**config.mk**
```make
export PLATFORM = sky130hd
export DESIGN_NAME = move_input
export DESIGN_NICKNAME = d
export VERILOG_FILES = /design/src/rtl/move_input.sv
export SDC_FILE = /design/constraint.sdc
export NUM_CORES = 1
export LEC_CHECK = 0
export CORE_UTILIZATION = 55
export CTS_BUF_LIST = sky130_fd_sc_hd__clkbuf_2
export CTS_CLUSTER_DIAMETER = 50
export CTS_CLUSTER_SIZE = 16
export DETAILED_ROUTE_END_ITERATION = 8
export GPL_ROUTABILITY_DRIVEN = 0
export GPL_TIMING_DRIVEN = 0
export MAX_ROUTING_LAYER = met4
export PLACE_DENSITY = 0.72
export SLEW_MARGIN = 15
export SYNTH_ARGS = -nofsm -noshare
export SYNTH_HDL_FRONTEND = slang
export SYNTH_SLANG_ARGS = --single-unit
```
**constraint.sdc**
```tcl
create_clock -name clk -period 4.46 [get_ports clk]
set_input_delay 0.892 -clock clk [delete_from_list [all_inputs] [get_ports clk]]
set_output_delay 0.892 -clock clk [all_outputs]
set_load 0.02 [all_outputs]
```
**src/rtl/move_input.sv**
```systemverilog
// move_input: conditions the four raw direction buttons into the committed
// one-hot movement direction for the snake move stage.
//   btn -> 2-FF synchronizer -> counter debounce -> rising-edge detect ->
//   reversal / same-direction filter -> held request -> commit on tick.
// Optional build macro MOVE_INPUT_QUEUE2_EN turns the single held request
// into a 2-entry FIFO, so two quick turns are replayed on consecutive ticks.
// Bit encoding of btn/movement: [0]=up [1]=down [2]=left [3]=right.
module move_input #(
   parameter int unsigned DEBOUNCE_CYCLES = 500000,
   parameter int unsigned CNT_W           = 19,
   parameter logic [3:0]  INIT_DIR        = 4'b1000
) (
   input  logic       clk,
   input  logic       reset,
   input  logic [3:0] btn,
   input  logic       tick,
   input  logic       enable,
   output logic [3:0] movement,
   output logic       dir_changed,
   output logic       pending
);

   localparam logic [CNT_W-1:0] CNT_LAST = CNT_W'(DEBOUNCE_CYCLES - 1);

   // Opposite direction: up<->down, left<->right.
   function automatic logic [3:0] opp_dir(input logic [3:0] d);
      return {d[2], d[3], d[0], d[1]};
   endfunction

   // A direction is acceptable against r if it is neither r nor its reverse.
   function automatic logic is_valid(input logic [3:0] d, input logic [3:0] r);
      return (d & (r | opp_dir(r))) == 4'b0000;
   endfunction

   // Highest-priority (lowest index) press that is valid against r; 0 if none.
   function automatic logic [3:0] pick(input logic [3:0] p, input logic [3:0] r);
      logic [3:0] c;
      c = p & ~(r | opp_dir(r));
      return c & (~c + 4'd1);
   endfunction

   logic [3:0]       sync1_q, sync2_q;
   logic [3:0]       deb_q, deb_prev_q;
   logic [CNT_W-1:0] dbc_q [4];
   logic [3:0]       press_s;

   logic [3:0]       movement_q, mov_d;
   logic             chg_q, chg_d;
   logic             pending_q, pend_d;
   logic [3:0]       sel_s;

   // Two-flop synchronizer for the asynchronous buttons.
   always_ff @(posedge clk or negedge reset) begin
      if (!reset) begin
         sync1_q <= 4'b0000;
         sync2_q <= 4'b0000;
      end else begin
         sync1_q <= btn;
         sync2_q <= sync1_q;
      end
   end

   // Per-bit debounce: level flips only after DEBOUNCE_CYCLES mismatching samples.
   always_ff @(posedge clk or negedge reset) begin
      if (!reset) begin
         deb_q <= 4'b0000;
         for (int i = 0; i < 4; i++) begin
            dbc_q[i] <= '0;
         end
      end else begin
         for (int i = 0; i < 4; i++) begin
            if (sync2_q[i] == deb_q[i]) begin
               dbc_q[i] <= '0;
            end else if (dbc_q[i] == CNT_LAST) begin
               deb_q[i] <= ~deb_q[i];
               dbc_q[i] <= '0;
            end else begin
               dbc_q[i] <= dbc_q[i] + {{(CNT_W-1){1'b0}}, 1'b1};
            end
         end
      end
   end

   // Edge register; it tracks the debounced level even while disabled so a
   // button already held when enable rises never produces a press.
   always_ff @(posedge clk or negedge reset) begin
      if (!reset) begin
         deb_prev_q <= 4'b0000;
      end else begin
         deb_prev_q <= deb_q;
      end
   end

   assign press_s = deb_q & ~deb_prev_q;

`ifdef MOVE_INPUT_QUEUE2_EN

   logic [3:0] q0_q, q1_q, q0_d, q1_d;
   logic [1:0] qcnt_q, qcnt_d;
   logic [3:0] ref_s;

   // FIFO next state: pop on tick first, then validate the press against the new tail.
   always_comb begin
      mov_d  = movement_q;
      chg_d  = 1'b0;
      q0_d   = q0_q;
      q1_d   = q1_q;
      qcnt_d = qcnt_q;
      ref_s  = movement_q;
      sel_s  = 4'b0000;
      if (!enable) begin
         qcnt_d = 2'd0;
      end else begin
         if (tick && (qcnt_q != 2'd0)) begin
            mov_d  = q0_q;
            q0_d   = q1_q;
            qcnt_d = qcnt_q - 2'd1;
            chg_d  = 1'b1;
         end else begin
            qcnt_d = qcnt_q;
         end
         case (qcnt_d)
            2'd0:    ref_s = mov_d;
            2'd1:    ref_s = q0_d;
            default: ref_s = q1_d;
         endcase
         sel_s = pick(press_s, ref_s);
         if (sel_s != 4'b0000) begin
            if (tick && (qcnt_q == 2'd0)) begin
               mov_d = sel_s;
               chg_d = 1'b1;
            end else if (qcnt_d == 2'd0) begin
               q0_d   = sel_s;
               qcnt_d = 2'd1;
            end else if (qcnt_d == 2'd1) begin
               q1_d   = sel_s;
               qcnt_d = 2'd2;
            end else if (is_valid(sel_s, q0_d)) begin
               q1_d = sel_s;
            end else begin
               qcnt_d = 2'd2;
            end
         end else begin
            sel_s = 4'b0000;
         end
      end
      pend_d = (qcnt_d != 2'd0);
   end

   // Direction state registers (FIFO build).
   always_ff @(posedge clk or negedge reset) begin
      if (!reset) begin
         movement_q <= INIT_DIR;
         chg_q      <= 1'b0;
         pending_q  <= 1'b0;
         q0_q       <= 4'b0000;
         q1_q       <= 4'b0000;
         qcnt_q     <= 2'd0;
      end else begin
         movement_q <= mov_d;
         chg_q      <= chg_d;
         pending_q  <= pend_d;
         q0_q       <= q0_d;
         q1_q       <= q1_d;
         qcnt_q     <= qcnt_d;
      end
   end

`else

   logic [3:0] held_q, held_d;

   // Single held request: accept, overwrite, or commit on the step tick.
   always_comb begin
      mov_d  = movement_q;
      held_d = held_q;
      pend_d = pending_q;
      chg_d  = 1'b0;
      sel_s  = 4'b0000;
      if (!enable) begin
         pend_d = 1'b0;
      end else if (tick && pending_q) begin
         mov_d = held_q;
         chg_d = 1'b1;
         sel_s = pick(press_s, held_q);
         if (sel_s != 4'b0000) begin
            held_d = sel_s;
            pend_d = 1'b1;
         end else begin
            pend_d = 1'b0;
         end
      end else if (tick) begin
         sel_s = pick(press_s, movement_q);
         if (sel_s != 4'b0000) begin
            mov_d = sel_s;
            chg_d = 1'b1;
         end else begin
            chg_d = 1'b0;
         end
      end else if (pending_q) begin
         sel_s = pick(press_s, held_q);
         if ((sel_s != 4'b0000) && is_valid(sel_s, movement_q)) begin
            held_d = sel_s;
         end else begin
            held_d = held_q;
         end
      end else begin
         sel_s = pick(press_s, movement_q);
         if (sel_s != 4'b0000) begin
            held_d = sel_s;
            pend_d = 1'b1;
         end else begin
            pend_d = 1'b0;
         end
      end
   end

   // Direction state registers (single held request build).
   always_ff @(posedge clk or negedge reset) begin
      if (!reset) begin
         movement_q <= INIT_DIR;
         chg_q      <= 1'b0;
         pending_q  <= 1'b0;
         held_q     <= 4'b0000;
      end else begin
         movement_q <= mov_d;
         chg_q      <= chg_d;
         pending_q  <= pend_d;
         held_q     <= held_d;
      end
   end

`endif

   assign movement    = movement_q;
   assign dir_changed = chg_q;
   assign pending     = pending_q;

endmodule
```
# --- Word level (Yosys, flattened, before mapping) ---
# Cells that the tools add are included.
op_classes:
  n_reduce_logical: 14
  n_bitwise: 21
  eq_ne: 12
  add_sub_neg: 6
  muxes: 25
ops:
  columns: ["operator", "count"]
  rows:
  - ["19-bit two-way mux", 8]
  - ["19-bit by 1-bit adder with 19-bit output, second input constant", 4]
  - ["19-bit equality test, second input constant", 4]
  - ["4-bit two-way mux", 8]
  - ["4-bit bitwise AND", 6]
  - ["4-bit NOT", 5]
  - ["1-bit two-way mux", 9]
  - ["4-bit by 1-bit adder with 4-bit output, second input constant", 2]
  - ["1-bit NOT", 8]
  - ["4-bit OR", 2]
  - ["2-bit AND reduction", 4]
  - ["4-bit nonzero test", 2]
  - ["5-bit AND reduction", 1]
  - ["1-bit equality test", 4]
  - ["4-bit zero test", 1]
  - ["2-bit by 1-bit != test with 1-bit output, second input constant", 2]
  - ["2-bit nonzero test", 2]
  - ["3-bit by 1-bit != test with 1-bit output, second input constant", 1]
  - ["3-bit by 2-bit != test with 1-bit output, second input constant", 1]
  - ["3-bit AND reduction", 1]
  - ["3-bit nonzero test", 1]
  - ["1-bit logical AND", 2]
word_totals:
  ff_bits: 102
  input_bits: 8

# --- Logic depth before layout (Yosys ltp) ---
depth:
  ltp_word: 13
  depth_mapped: 8
  ltp_nobuf: 6

# --- Least setup slack after synthesis ---
# Ideal clock, no wire load.
synth_path:
  path_kind: "in2reg"
  start: "in tick"
  end: "reg held_q[2]"
  setup_time_ps: 64
  n_path_buf: 0
  slack_ps: 2575
  required_ps: 4396
  arrival_ps: 1821
  stages: 5
  cell_sequence: "inv_1 > o21ai_0 > or4b_1 > nor3_1 > a211o_1"
synth_via:
  elab_chain_len: 3
synth_rtl:
  columns: ["element", "line", "source"]
  rows:
  - ["from (decl)", "16", "input logic tick,"]
  - ["1-bit logical AND", "182", "end else if (tick && pending_q) begin"]
  - ["3-bit by 1-bit != test with 1-bit output (no line), or another cell as far along", null, null]
  - ["5-bit AND reduction (no line)", null, null]
  - ["to (signal assigned)", "229", "held_q <= held_d;"]
  - ["to (decl)", "171", "logic [3:0] held_q, held_d;"]
# Parallel ways exist; a longest one is shown, timed or not.
# A chain may end at the register's enable or synchronous reset.

# --- Final worst setup path ---
layout_path:
  start: "reg movement_q[3] (netlist: movement[3])"
  end: "out movement[3]"
layout_lines:
  columns: ["element", "line", "source"]
  rows:
  - ["from (decl)", "47", "logic [3:0] movement_q, mov_d;"]
  - ["from (signal assigned)", "226", "movement_q <= mov_d;"]
  - ["to (decl)", "18", "output logic [3:0] movement,"]
# No word-level cell between the ends.

==> results.md <==
- Footprint of the multi-input gates: 2180 µm²
- Post-synthesis cell area: 4850 µm²
- TritonCTS clock tree: done
- Total via count in the routed design: 3273
- Start-to-end type of the worst setup path: register to output port
- Filler cell count: 695
- Net Sw Frac: 22.5%
- Kind of capture point of the worst setup path: output port
- Largest delay contributor family on the critical path: flip-flops
- Delay of the slowest cell on the worst path: 600 ps
- Crit path buf inv count: 1
- Proportion of layout cells with a drive suffix above 1: 9.72%
- Max rail drop VDD: 142 µV
- Post-placement cell area: 5140 µm²
- Maximum capacitance violations: 0
- Register area share after synthesis: 52.6%
- Chip Height: 95.9 µm
- Signal arrival time at the worst endpoint: 1730 ps
- Worst setup slack before clock tree synthesis: 1900 ps
- Residual DRC count: 0
- Vias in the first global route: 3209
- Sequential share of power: 61.1%
- First-pass DRT Iterations: 4
- Port Buf Inserts: 13
- Clock Power Share: 33.5%
- Total negative slack for setup checks: 0 ps
- Required arrival time at the worst endpoint: 3570 ps
- Max-slew headroom at the worst pin: 58.1%
- Crit path max fanout: 3
- Final Routed Wirelength: 7790 µm
- Dominant synthesized flop cell: sky130_fd_sc_hd__dfrtp_1
- Count of antenna-violating nets left after detailed routing: 0
- Grt total ovfl: 0
- Maximum number of pins on one net before global-route repair: 62
- Syn-to-layout area delta: 9.20%
- Status: completed
- Cell chosen for the clock root: sky130_fd_sc_hd__clkbuf_2
- Nets in the synthesized netlist: 487
- Pleak: 2.29 nW
- Unrepaired setup endpoints after global routing: false
- Peak Freq: 0.382 GHz
- Antenna violations before repair: 0
- Drt initial violations: 113
- Final worst clock skew: 28.6 ps
- Sink count of the clock tree: 102
- CTS H-tree lvls: 3
- Final setup viols: 0
- Number of storage elements in the synthesis netlist: 102
- Power per cell area: 296 nW/µm²
- Clock slew at the register clock pins of the worst setup and hold paths: 240 ps
- Cell depth of the worst flop-to-flop path: 8
- Total design power: 1.57 mW
- Tmin final: 2620 ps
- Non-Filler Instances: 609
- Initial Utilization: 57.9%
- Instance count of the mapped netlist: 475
- Post-route worst setup slack: 1840 ps
- Placed cell count: 594
- Number of vias per cell: 5.37
- Setup Buffers After CTS: 0
- Combinational share of power: 5.4%
- Worst-skew pair later-pin latency: 550 ps
- Row Count: 33
- Critical path cell sequence: clkdlybuf4s50_1
- Area of the die: 9200 µm²
- Count of different cell masters after synthesis: 50
- Actual transition at the worst max-transition pin: 624 ps
- Number of CTS-inserted buffers: 9
- Setup crit start kind: register
- Final number of max-transition violations: 0
- Cts hold-fix bufs: 0
- Area of all placed cells without fillers: 5300 µm²
- Post-CTS resize count: 0
- Die W: 95.9 µm
- Critical Path Stages: 1
- Final Hold Violating Endpoints: 0
- Antenna Diode Count: 0
- Final period util: 58.7%
- Synth Area per Inst: 10.2 µm²
- First-pass GRT wire length: 13900 µm
- Placed wire-length estimate after detailed placement: 5500 µm
- Reg area: 2550 µm²
- Detail-routed net length per standard cell: 12.8 µm
- EDFF count, synth: 0
- Yosys synthesis warning count: 0
- Async set or reset register ratio after synthesis: 100%
- I/O pin count: 14
- Critical path's slowest cell: sky130_fd_sc_hd__dfstp_2
- Internal Dissipation: 1.22 mW
- Worst hold slack across all endpoints: 212 ps
- Post-layout util: 63.2%
- Kind of path behind the tightest hold check: input pin to asynchronous set/reset pin
- Standard cell core area: 8380 µm²
- Maximum clock path buffer count: 2
- Power dissipated by switching net loads: 0.354 mW
- Global Route Usage Sum: 20.1%
- Post-layout nets: 512
flip-flops by register name, summed over array words and instances (netlist names):
signal	flops
dbc_q	76
deb_prev_q	4
deb_q	4
dir_changed	1
held_q	4
movement	4
pending	1
sync1_q	4
sync2_q	4
cells in the mapped netlist, types with 4 or more instances:
cell,number,share of area (%)
sky130_fd_sc_hd__nand4_1,12,1.5
sky130_fd_sc_hd__buf_2,4,0.41
sky130_fd_sc_hd__dfrtp_1,101,52
sky130_fd_sc_hd__inv_1,11,0.85
sky130_fd_sc_hd__and3_1,13,1.7
sky130_fd_sc_hd__nor4_1,9,1.2
sky130_fd_sc_hd__xnor2_1,37,6.7
sky130_fd_sc_hd__ha_1,4,1.0
sky130_fd_sc_hd__a21oi_1,4,0.41
sky130_fd_sc_hd__buf_4,4,0.62
sky130_fd_sc_hd__nor3_1,12,1.2
sky130_fd_sc_hd__nand3_1,36,3.7
sky130_fd_sc_hd__xor2_1,35,6.3
sky130_fd_sc_hd__mux2_2,6,1.4
sky130_fd_sc_hd__o21ai_0,5,0.52
sky130_fd_sc_hd__nor2_1,100,7.7
sky130_fd_sc_hd__nand2_1,34,2.6
power by group through the flow:
stage               Sequential [mW]  Combinational (mW)  Clock [mW]
finish                        0.960              0.0846       0.526
global placement              0.975              0.0820           0
global route                  0.964              0.0979       0.581
CTS                           0.960              0.0872       0.545
detailed placement            0.975              0.0871           0
floorplan                     0.976              0.0416           0
cell type report:
| class | count | share of cell area (%) |
|---|---|---|
| flip-flops and latches | 102 | 48.2 |
| multi-input cells | 352 | 41.1 |
| repair buffers | 14 | 3.00 |
| well taps | 105 | 2.48 |
| clock inverters | 6 | 2.10 |
| plain buffers | 10 | 1.53 |
| clock buffers | 9 | 0.850 |
| inverters | 11 | 0.779 |
placed cells by master, fill, tap and decap left out, types with 2 or more instances in the layout:
cell | Yosys | routed
sky130_fd_sc_hd__a211o_1 | 2 | 2
sky130_fd_sc_hd__a21oi_1 | 4 | 4
sky130_fd_sc_hd__a22oi_1 | 2 | 2
sky130_fd_sc_hd__and2_1 | 3 | 3
sky130_fd_sc_hd__and2b_1 | 2 | 2
sky130_fd_sc_hd__and3_1 | 13 | 13
sky130_fd_sc_hd__and4_1 | 3 | 3
sky130_fd_sc_hd__buf_2 | 4 | 4
sky130_fd_sc_hd__buf_4 | 4 | 4
sky130_fd_sc_hd__buf_6 | 1 | 2
sky130_fd_sc_hd__bufinv_16 | 0 | 3
sky130_fd_sc_hd__clkbuf_2 | 0 | 9
sky130_fd_sc_hd__clkdlybuf4s50_1 | 0 | 12
sky130_fd_sc_hd__dfrtp_1 | 101 | 101
sky130_fd_sc_hd__ha_1 | 4 | 4
sky130_fd_sc_hd__inv_1 | 11 | 11
sky130_fd_sc_hd__mux2_2 | 6 | 6
sky130_fd_sc_hd__mux2i_1 | 2 | 2
sky130_fd_sc_hd__nand2_1 | 34 | 34
sky130_fd_sc_hd__nand3_1 | 36 | 36
sky130_fd_sc_hd__nand4_1 | 12 | 12
sky130_fd_sc_hd__nand4b_1 | 2 | 2
sky130_fd_sc_hd__nor2_1 | 100 | 100
sky130_fd_sc_hd__nor2b_1 | 3 | 3
sky130_fd_sc_hd__nor3_1 | 12 | 12
sky130_fd_sc_hd__nor4_1 | 9 | 9
sky130_fd_sc_hd__nor4_2 | 3 | 3
sky130_fd_sc_hd__o21ai_0 | 5 | 5
sky130_fd_sc_hd__or2_2 | 3 | 3
sky130_fd_sc_hd__xnor2_1 | 37 | 37
sky130_fd_sc_hd__xor2_1 | 35 | 35
cell families (layout without fill, tap and decap cells):
| kind of cell | after synthesis | in the layout | synth area share (%) |
|---|---|---|---|
| mux | 8 | 8 | 1.80 |
| flops | 102 | 102 | 52.6 |
| xor+xnor | 72 | 72 | 13.0 |
| buf+inv | 21 | 50 | 2.53 |
| simple gates | 246 | 246 | 25.5 |
| compound gates | 22 | 22 | 3.51 |
| fa+ha+maj | 4 | 4 | 1.03 |
metal layers:
layer / part of all wire [%] / track usage [%] / vias to the layer above
met5: 0 / - / -
met4: 1.2 / 5.35 / 0
met3: 2.9 / 5.29 / 11
met2: 47 / 33.2 / 44
met1: 48 / 24.6 / 1569
li1: - / - / 1649
path summary, 6_finish.rpt:
check / slack [ps] / to / start
max: 1840 / movement[3] / movement[3]
min: 210 / dir_changed / reset
max reg2reg: 2440 / dbc_q[73] / dbc_q[57]
min reg2reg: 390 / sync2_q[1] / sync1_q[1]
max in group asynchronous: 3650 / dbc_q[36] / reset
min in group clk: 390 / sync2_q[1] / sync1_q[1]
(Power assumes the default switching activity.)
